**config.mk**
```make
export PLATFORM = sky130hd
export DESIGN_NAME = load_store_unit
export DESIGN_NICKNAME = d
export VERILOG_FILES = /design/src/rtl/load_store_unit_pkg.sv /design/src/rtl/lsu_rdata_align.sv /design/src/rtl/load_store_unit.sv
export SDC_FILE = /design/constraint.sdc
export NUM_CORES = 1
export LEC_CHECK = 0
export CORE_MARGIN = 10
export CORE_UTILIZATION = 39
export CTS_BUF_LIST = sky130_fd_sc_hd__clkbuf_16
export DETAILED_ROUTE_END_ITERATION = 7
export PLACE_DENSITY = 0.74
export SLEW_MARGIN = 25
export SYNTH_ARGS = -nofsm -noshare
export SYNTH_HDL_FRONTEND = slang
export SYNTH_HIERARCHICAL = 1
export SYNTH_SLANG_ARGS = --single-unit
```
**constraint.sdc**
```tcl
create_clock -name clk -period 1.7 [get_ports clk]
set_clock_uncertainty 0.1 [all_clocks]
set_input_delay 0.34 -clock clk [delete_from_list [all_inputs] [get_ports clk]]
set_output_delay 0.34 -clock clk [all_outputs]
set_load 0.02 [all_outputs]
```
**src/rtl/load_store_unit_pkg.sv**
```systemverilog
// Shared types and helpers for the data-memory load/store stage.
package load_store_unit_pkg;

  localparam int unsigned XLEN = 32;
  localparam int unsigned BE_W = XLEN / 8;

  typedef enum logic [1:0] {
    LSU_BYTE = 2'd0,
    LSU_HALF = 2'd1,
    LSU_WORD = 2'd2
  } lsu_size_e;

  typedef enum logic [1:0] {
    IDLE        = 2'd0,
    WAIT_GNT    = 2'd1,
    WAIT_RVALID = 2'd2
  } lsu_state_e;

  // Byte enables for an access of the given size at byte offset off.
  function automatic logic [BE_W-1:0] lsu_byte_en(lsu_size_e size, logic [1:0] off);
    case (size)
      LSU_BYTE: return 4'b0001 << off;
      LSU_HALF: return 4'b0011 << off;
      default:  return 4'b1111;
    endcase
  endfunction

  // Replicate right-aligned store data onto every lane it could occupy.
  function automatic logic [XLEN-1:0] lsu_lane_wdata(lsu_size_e size, logic [XLEN-1:0] wdata);
    case (size)
      LSU_BYTE: return {4{wdata[7:0]}};
      LSU_HALF: return {2{wdata[15:0]}};
      default:  return wdata;
    endcase
  endfunction

  // Halfwords need even addresses; words (and the unused encoding) need word alignment.
  function automatic logic lsu_misaligned(lsu_size_e size, logic [1:0] off);
    case (size)
      LSU_BYTE: return 1'b0;
      LSU_HALF: return off[0];
      default:  return off != 2'b00;
    endcase
  endfunction

endpackage

```
**src/rtl/lsu_rdata_align.sv**
```systemverilog
// Selects the addressed lane of a load response and sign/zero extends it to 32 bits.
module lsu_rdata_align
  import load_store_unit_pkg::*;
(
  input  logic [XLEN-1:0] i_rdata,
  input  logic [1:0]      i_off,
  input  lsu_size_e       i_size,
  input  logic            i_sign_ext,
  output logic [XLEN-1:0] o_rdata_c
);

  logic [7:0]  w_byte;
  logic [15:0] w_half;

  always_comb begin
    w_byte = i_rdata[7:0];
    case (i_off)
      2'd1:    w_byte = i_rdata[15:8];
      2'd2:    w_byte = i_rdata[23:16];
      2'd3:    w_byte = i_rdata[31:24];
      default: w_byte = i_rdata[7:0];
    endcase
  end

  assign w_half = i_off[1] ? i_rdata[31:16] : i_rdata[15:0];

  always_comb begin
    o_rdata_c = i_rdata;
    case (i_size)
      LSU_BYTE: o_rdata_c = {{24{i_sign_ext & w_byte[7]}}, w_byte};
      LSU_HALF: o_rdata_c = {{16{i_sign_ext & w_half[15]}}, w_half};
      default:  o_rdata_c = i_rdata;
    endcase
  end

endmodule

```
**src/rtl/load_store_unit.sv**
```systemverilog
// Data-memory stage: one load or store at a time over a req/gnt/rvalid bus,
// with alignment checking, per-wait-state timeout and a one-cycle completion pulse.
module load_store_unit
  import load_store_unit_pkg::*;
#(
  parameter int unsigned MAX_WAIT = 16,
  parameter int unsigned CNT_W    = 5
) (
  input  logic            clk,
  input  logic            reset,
  input  logic            lsu_enable_ip,
  input  logic            lsu_we_ip,
  input  logic [1:0]      lsu_size_ip,
  input  logic            lsu_sign_ext_ip,
  input  logic [XLEN-1:0] alu_result_ip,
  input  logic [XLEN-1:0] lsu_wdata_ip,
  output logic            lsu_busy_op,
  output logic            lsu_valid_op,
  output logic [XLEN-1:0] lsu_rdata_op,
  output logic            lsu_err_op,
  output logic            data_req_op,
  output logic [XLEN-1:0] data_addr_op,
  output logic            data_we_op,
  output logic [BE_W-1:0] data_be_op,
  output logic [XLEN-1:0] data_wdata_op,
  input  logic            data_gnt_ip,
  input  logic            data_rvalid_ip,
  input  logic [XLEN-1:0] data_rdata_ip,
  input  logic            data_err_ip
);

  localparam logic [CNT_W-1:0] LAST_CNT = CNT_W'(MAX_WAIT - 1);

  lsu_state_e      r_state;
  logic [CNT_W-1:0] r_cnt;
  logic            r_busy;
  logic            r_valid;
  logic            r_err;
  logic [XLEN-1:0] r_rdata;
  logic            r_req;
  logic [XLEN-1:0] r_addr;
  logic            r_we;
  logic [BE_W-1:0] r_be;
  logic [XLEN-1:0] r_wdata;
  lsu_size_e       r_size;
  logic            r_sign_ext;
  logic [1:0]      r_off;

  lsu_size_e       w_size;
  logic            w_misaligned;
  logic            w_timeout;
  logic [XLEN-1:0] w_load_data;

  assign w_size       = lsu_size_e'(lsu_size_ip);
  assign w_misaligned = lsu_misaligned(w_size, alu_result_ip[1:0]);
  assign w_timeout    = (MAX_WAIT != 0) && (r_cnt == LAST_CNT);

  lsu_rdata_align u_rdata_align (
    .i_rdata    (data_rdata_ip),
    .i_off      (r_off),
    .i_size     (r_size),
    .i_sign_ext (r_sign_ext),
    .o_rdata_c  (w_load_data)
  );

  // FSM, wait counter, bus request registers and completion pulse.
  always_ff @(posedge clk) begin
    if (reset) begin
      r_state    <= IDLE;
      r_cnt      <= '0;
      r_busy     <= 1'b0;
      r_valid    <= 1'b0;
      r_err      <= 1'b0;
      r_rdata    <= '0;
      r_req      <= 1'b0;
      r_addr     <= '0;
      r_we       <= 1'b0;
      r_be       <= '0;
      r_wdata    <= '0;
      r_size     <= LSU_BYTE;
      r_sign_ext <= 1'b0;
      r_off      <= 2'b00;
    end else begin
      r_valid <= 1'b0;
      r_err   <= 1'b0;
      r_rdata <= '0;
      case (r_state)
        IDLE: begin
          r_cnt <= '0;
          if (lsu_enable_ip) begin
            if (w_misaligned) begin
              r_valid <= 1'b1;
              r_err   <= 1'b1;
            end else begin
              r_state    <= WAIT_GNT;
              r_busy     <= 1'b1;
              r_req      <= 1'b1;
              r_addr     <= {alu_result_ip[31:2], 2'b00};
              r_we       <= lsu_we_ip;
              r_be       <= lsu_byte_en(w_size, alu_result_ip[1:0]);
              r_wdata    <= lsu_lane_wdata(w_size, lsu_wdata_ip);
              r_size     <= w_size;
              r_sign_ext <= lsu_sign_ext_ip;
              r_off      <= alu_result_ip[1:0];
            end
          end
        end
        WAIT_GNT: begin
          if (data_gnt_ip) begin
            r_state <= WAIT_RVALID;
            r_req   <= 1'b0;
            r_cnt   <= '0;
          end else if (w_timeout) begin
            r_state <= IDLE;
            r_busy  <= 1'b0;
            r_req   <= 1'b0;
            r_cnt   <= '0;
            r_valid <= 1'b1;
            r_err   <= 1'b1;
          end else begin
            r_cnt <= r_cnt + CNT_W'(1);
          end
        end
        WAIT_RVALID: begin
          if (data_rvalid_ip) begin
            r_state <= IDLE;
            r_busy  <= 1'b0;
            r_cnt   <= '0;
            r_valid <= 1'b1;
            r_err   <= data_err_ip;
            // Stores and errored loads return zero data.
            r_rdata <= (!r_we && !data_err_ip) ? w_load_data : '0;
          end else if (w_timeout) begin
            r_state <= IDLE;
            r_busy  <= 1'b0;
            r_cnt   <= '0;
            r_valid <= 1'b1;
            r_err   <= 1'b1;
          end else begin
            r_cnt <= r_cnt + CNT_W'(1);
          end
        end
        default: begin
          r_state <= IDLE;
          r_busy  <= 1'b0;
          r_req   <= 1'b0;
          r_cnt   <= '0;
        end
      endcase
    end
  end

  assign lsu_busy_op   = r_busy;
  assign lsu_valid_op  = r_valid;
  assign lsu_err_op    = r_err;
  assign lsu_rdata_op  = r_rdata;
  assign data_req_op   = r_req;
  assign data_addr_op  = r_addr;
  assign data_we_op    = r_we;
  assign data_be_op    = r_be;
  assign data_wdata_op = r_wdata;

endmodule

```
-- After elaboration in Yosys (flattened, before gate mapping)
Index checks and enable logic that the tools add are counted.
Widths: inputs -> output; s select.
- add/sub/neg operators: 1
- equality and inequality tests: 12
- shift-type cells: 2
- muxes and demuxes: 33
- bitwise operators: 6
- reduce and logical (&&, ||, !) cells: 12
- operators by type and width (kind ; number):
    $pmux 32 s2 ; 2
    $pmux 8 s3 ; 1
    $mux 16 ; 1
    $mux 5 ; 3
    $mux 1 ; 13
    $pmux 1 s3 ; 4
    $mux 2 ; 5
    $pmux 5 s2 ; 1
    $eq 2x1->1 const B ; 4
    $pmux 4 s2 ; 1
    $eq 2x2->1 const B ; 3
    $logic_not 2->1 ; 3
    $ne 2x2->1 const B ; 3
    $pmux 2 s3 ; 1
    $reduce_and 3->1 ; 2
    $add 5x1->5 const B ; 1
    $eq 5x4->1 const B ; 1
    $not 1->1 ; 4
    $reduce_and 4->1 ; 1
    $reduce_or 4->1 ; 1
    $shl 1x2->4 const A ; 1
    $shl 2x2->4 const A ; 1
    $ne 3x3->1 const B ; 1
    $and 1x1->1 ; 2
    5 further kinds ; 6
- bits in registers: 115
- input port bits: 106
- output and inout port bits: 105

-- Logic depth before layout (Yosys ltp)
- word-level depth: 5
- gate-level depth with buffers: 9
- mapped depth without buffers: 6

-- Hierarchy
The synthesis kept the hierarchy.
- modules (own cells, without submodules) (module ; times used ; cells an instance ; area an instance (µm²)):
    load_store_unit ; 1 ; 503 ; 4332.9
    lsu_rdata_align ; 1 ; 130 ; 853.3

-- Worst setup path before layout
No wires, ideal clock.
- path kind: reg-to-reg
- start: reg r_size[0]
- end: reg r_rdata[27], in the netlist lsu_rdata_op[27]
- library setup time: 60 ps
- arrival time: 1648 ps
- path slack: -108 ps
- cell stages (with the launch flop): 8
- path buffers: 3
- clock period less this slack: 1808 ps
- cell sequence: dfxtp_1 > buf_2 > or2_2 > buf_2 > o41a_1 > buf_6 > nand2_1 > and2_1
- longest elaborated chain between the ends: 2
- elaborated cells between the ends (all ways): 3
- ends and longest elaborated chain (item ; RTL line ; source):
    start, declared ; load_store_unit.sv:45 ; lsu_size_e r_size;
    start signal, assigned ; load_store_unit.sv:102 ; r_size <= w_size;
    $eq 2x1->1 or $logic_not 2->1 (tied branches) ; lsu_rdata_align.sv:29 ; case (i_size)
    $pmux 32 s2 (*) ; lsu_rdata_align.sv:29 ;
    net w_load_data[27] ; load_store_unit.sv:52 ; logic [XLEN-1:0] w_load_data;
    end signal, assigned ; load_store_unit.sv:132 ; r_rdata <= (!r_we && !data_err_ip) ? w_load_data : '0;
    end, declared ; load_store_unit.sv:39 ; logic [XLEN-1:0] r_rdata;
Mark *: on every way through the listed nets, which the timed path passes. The rest lies on a longest branch.
A chain may end at the register's enable or synchronous reset.

-- Final worst setup path
- start: reg r_off[0]
- end: reg r_rdata[9], in the netlist lsu_rdata_op[9]
- longest elaborated chain between the ends: 4
- elaborated cells between the ends (all ways): 6
- ends and longest elaborated chain (item ; RTL line ; source):
    start, declared ; load_store_unit.sv:47 ; logic [1:0] r_off;
    start signal, assigned ; load_store_unit.sv:104 ; r_off <= alu_result_ip[1:0];
    $eq 2x2->1 or $eq 2x1->1 (tied branches) ; lsu_rdata_align.sv:17 ; case (i_off)
    $pmux 8 s3 (*) ; lsu_rdata_align.sv:17 ;
    $and 1x1->1 (*) ; lsu_rdata_align.sv:30 ; LSU_BYTE: o_rdata_c = {{24{i_sign_ext & w_byte[7]}}, w_byte};
    $pmux 32 s2 (*) ; lsu_rdata_align.sv:29 ;
    net w_load_data[9] ; load_store_unit.sv:52 ;
Marks and branches as above.

==> impl_metrics.toml <==
[status]
status = "completed"

[placement]
place_congestion = 0.895
place_area_um2 = 7980
hpwl_um = 14300
portBuffers = 208

[setup_path]
crit_start = "r_off[0]"
cp_data_arrival_time_ps = 1880
crit_required_ps = 1900
crit_path_top_delay_cell = "dfxtp_4"
cp-end-kind = "register"
cp.depth = 6
r2r_slack_ps = 30
timing.rr.end = "lsu_rdata_op[9]"
crit_chain = "mux2i_1 -> a22o_1 -> nor4_4 -> buf_6 -> a221o_1 -> and2_1"
worst_r2r_path_depth = 6
start_kind = "register"
path_class = "register to register"
endpoint = "lsu_rdata_op[9]"
critPathMaxFanout = 7
crit_family = "compound AO/OA/AOI/OAI gates"
r2r_start = "r_off[0]"
path_buf_inv = 1
max_stage_delay_ps = 380

[synth]
synth-edff-count = 0
yosysWarnings = 6
avgSynthCellArea_um2 = 8.19
synth-seq-cells = 115
syn_area_um2 = 5190
ys.flop_type = "dfxtp_1"
async_reset_ff_share_pct = 0
ys_types = 49
yosysSeqAreaShare_pct = 44.4
synthCells = 633

[hold_path]
hold_class = "input pin to register"

[detailed_routing]
routed_wl_um = 19200
firstDrtPassIters = 6
routed_via_density = 5.08
drt_iter0_markers = 301
detail_route.drc_violations = 0
wire_per_inst_um = 17.6
ant_nets = 0
num_vias = 5540

[floorplan]
core_area_um2 = 13100
die_h_um = 135
initial_core_util_pct = 39.5
rows = 42
die_x_um = 135
die-area_um2 = 18300
io_pins = 211

[power]
ir_drop_mv = 0.678
leakage_nw = 4.01
power_density_nw_per_um2 = 916

[sta]
max_freq_mhz = 598
grt_setup_unrepaired = "yes"
period_share_pct = 98.4
fin_setup_tns_ps = 0
setup_viol = 0
hold_violations = 0
whs_ps = 147
slew_violations = 0
min_period_ps = 1670

[global_routing]
grt.total_usage_pct = 20.3
met1_usage_pct = 21.8
grtUsageMet2_pct = 33.1
antenna_found_initial = 0
grt_pass1_wl_um = 29500
grt_max_degree = 74
grt.busiest_layer = "met2"
overflow = 0
grt_pass1_vias = 5747
grtUsageMet3_pct = 10.6

[clock_network]
cts_hold_buf = 0
clock_latency_ps = 410
tritoncts = "done"
cts_buffer_depth = 2
ctsHtreeMaxLevel = 4
clock_sinks = 115
cts_made_buffers = 17
clkTransAtPathRegs_ps = 50
cts-root-buf = "clkbuf_16"

[cells_and_area]
final_common_cell = "nand2_1"
antennaDiodeCount = 0
final_area_um2 = 8710
final_cell_mix = "nand2_1 (165), dfxtp_1 (110), dlygate4sd2_1 (105), clkdlybuf4s50_1 (97), buf_4 (75)"
drive_gt1_share_pct = 18.4
n_fill_cell = 1093
fin_util_pct = 66.3
fin_nets = 1013
synthToLayoutAreaGrowth_pct = 68.0

[flow_run]
max_cap_viol_count = 0
worst min-delay path by stage:
stage / startpoint / to / slack [ps] / depth (start not counted)
2_1_floorplan: r_cnt[4] / r_cnt[4] / 310 / 2
3_3_place_gp: r_cnt[4] / r_cnt[4] / 310 / 2
3_5_place_dp: r_cnt[4] / r_cnt[4] / 330 / 2
4_1_cts: reset / data_we_op / 120 / 2
5_1_grt: reset / data_we_op / 150 / 2
6_report: reset / data_we_op / 150 / 2
per-stage QoR:
stage	total power, mW	setup slack, ps	cells
finish	7.98	27.5	1091
global route	8.28	-31.3	1091
CTS	7.97	19.2	1085
detailed placement	4.42	-485	1051
global placement	4.39	-436	1051
floorplan	3.59	-68.2	634
cells by family (layout without fill, tap and decap cells):
group                    Yosys count  after routing  synth area share, %
adder cells (fa/ha/maj)            5              5                 1.21
XOR/XNOR                           3              3                0.507
multiplexers                      18             18                 5.69
flip-flops                       115            115                 44.4
AO/OA/AOI/OAI                    149            149                 18.3
other                              1              2               0.0723
buffers and inverters             67            348                 6.20
AND/OR/NAND/NOR                  275            275                 23.7
routing by layer:
metal  vias to the layer above  part of all wire, %
met5                         -                    0
met4                         0                  1.6
met3                        27                   11
met2                       237                   48
met1                      2596                   39
li1                       2680                    -
power by group:
| group | internal [mW] | switching, mW | total, mW |
|---|---|---|---|
| combinational | 0.738 | 0.733 | 1.47 |
| sequential | 2.82 | 0.0729 | 2.89 |
| clock | 2.41 | 1.21 | 3.62 |
| total | 5.97 | 2.02 | 7.98 |
flip-flops by register name, summed over array words and instances (netlist names):
signal and cells:
data_wdata_op 32, lsu_rdata_op 32, data_addr_op 30, r_cnt 5, data_be_op 4, r_off 2, r_size 2, r_state 2
data_req_op 1, data_we_op 1, lsu_busy_op 1, lsu_err_op 1, lsu_valid_op 1, r_sign_ext 1
Yosys cell counts (6+ instances only):
| cell | count | area, µm² |
|---|---|---|
| nand2_1 | 169 | 634 |
| dfxtp_1 | 115 | 2300 |
| inv_1 | 16 | 60.1 |
| nor2_1 | 35 | 131 |
| buf_4 | 12 | 90.1 |
| a21oi_1 | 54 | 270 |
| nor2b_1 | 11 | 68.8 |
| o22ai_1 | 7 | 43.8 |
| nor3_1 | 6 | 30.0 |
| clkbuf_1 | 29 | 109 |
| o21ai_0 | 31 | 155 |
| mux2i_1 | 10 | 100 |
| a221o_1 | 9 | 90.1 |
| mux4_1 | 7 | 184 |
| and2_1 | 34 | 213 |
| a211oi_1 | 17 | 128 |
| a311oi_1 | 8 | 70.1 |
| buf_2 | 7 | 35.0 |
layout make-up:
cell class / instances / area [µm²] / share of cell area [%]
clock buffer: 17 / 425 / 4.88
clock inverter: 15 / 174 / 2.00
inverter: 16 / 60.1 / 0.689
multi-input combinational: 452 / 2710 / 31.1
sequential: 115 / 2310 / 26.6
tap: 176 / 220 / 2.53
timing repair buffer: 300 / 2810 / 32.3
what timing repair did:
item                                    CTS  global route
gates cloned                              1             2
pin swaps                                 3            19
endpoints found under the setup margin  154            94
hold endpoints to repair                  0             0
resized for setup                       116            43
setup buffers                             1             5
No activity file was read; power rests on OpenSTA's default activity.
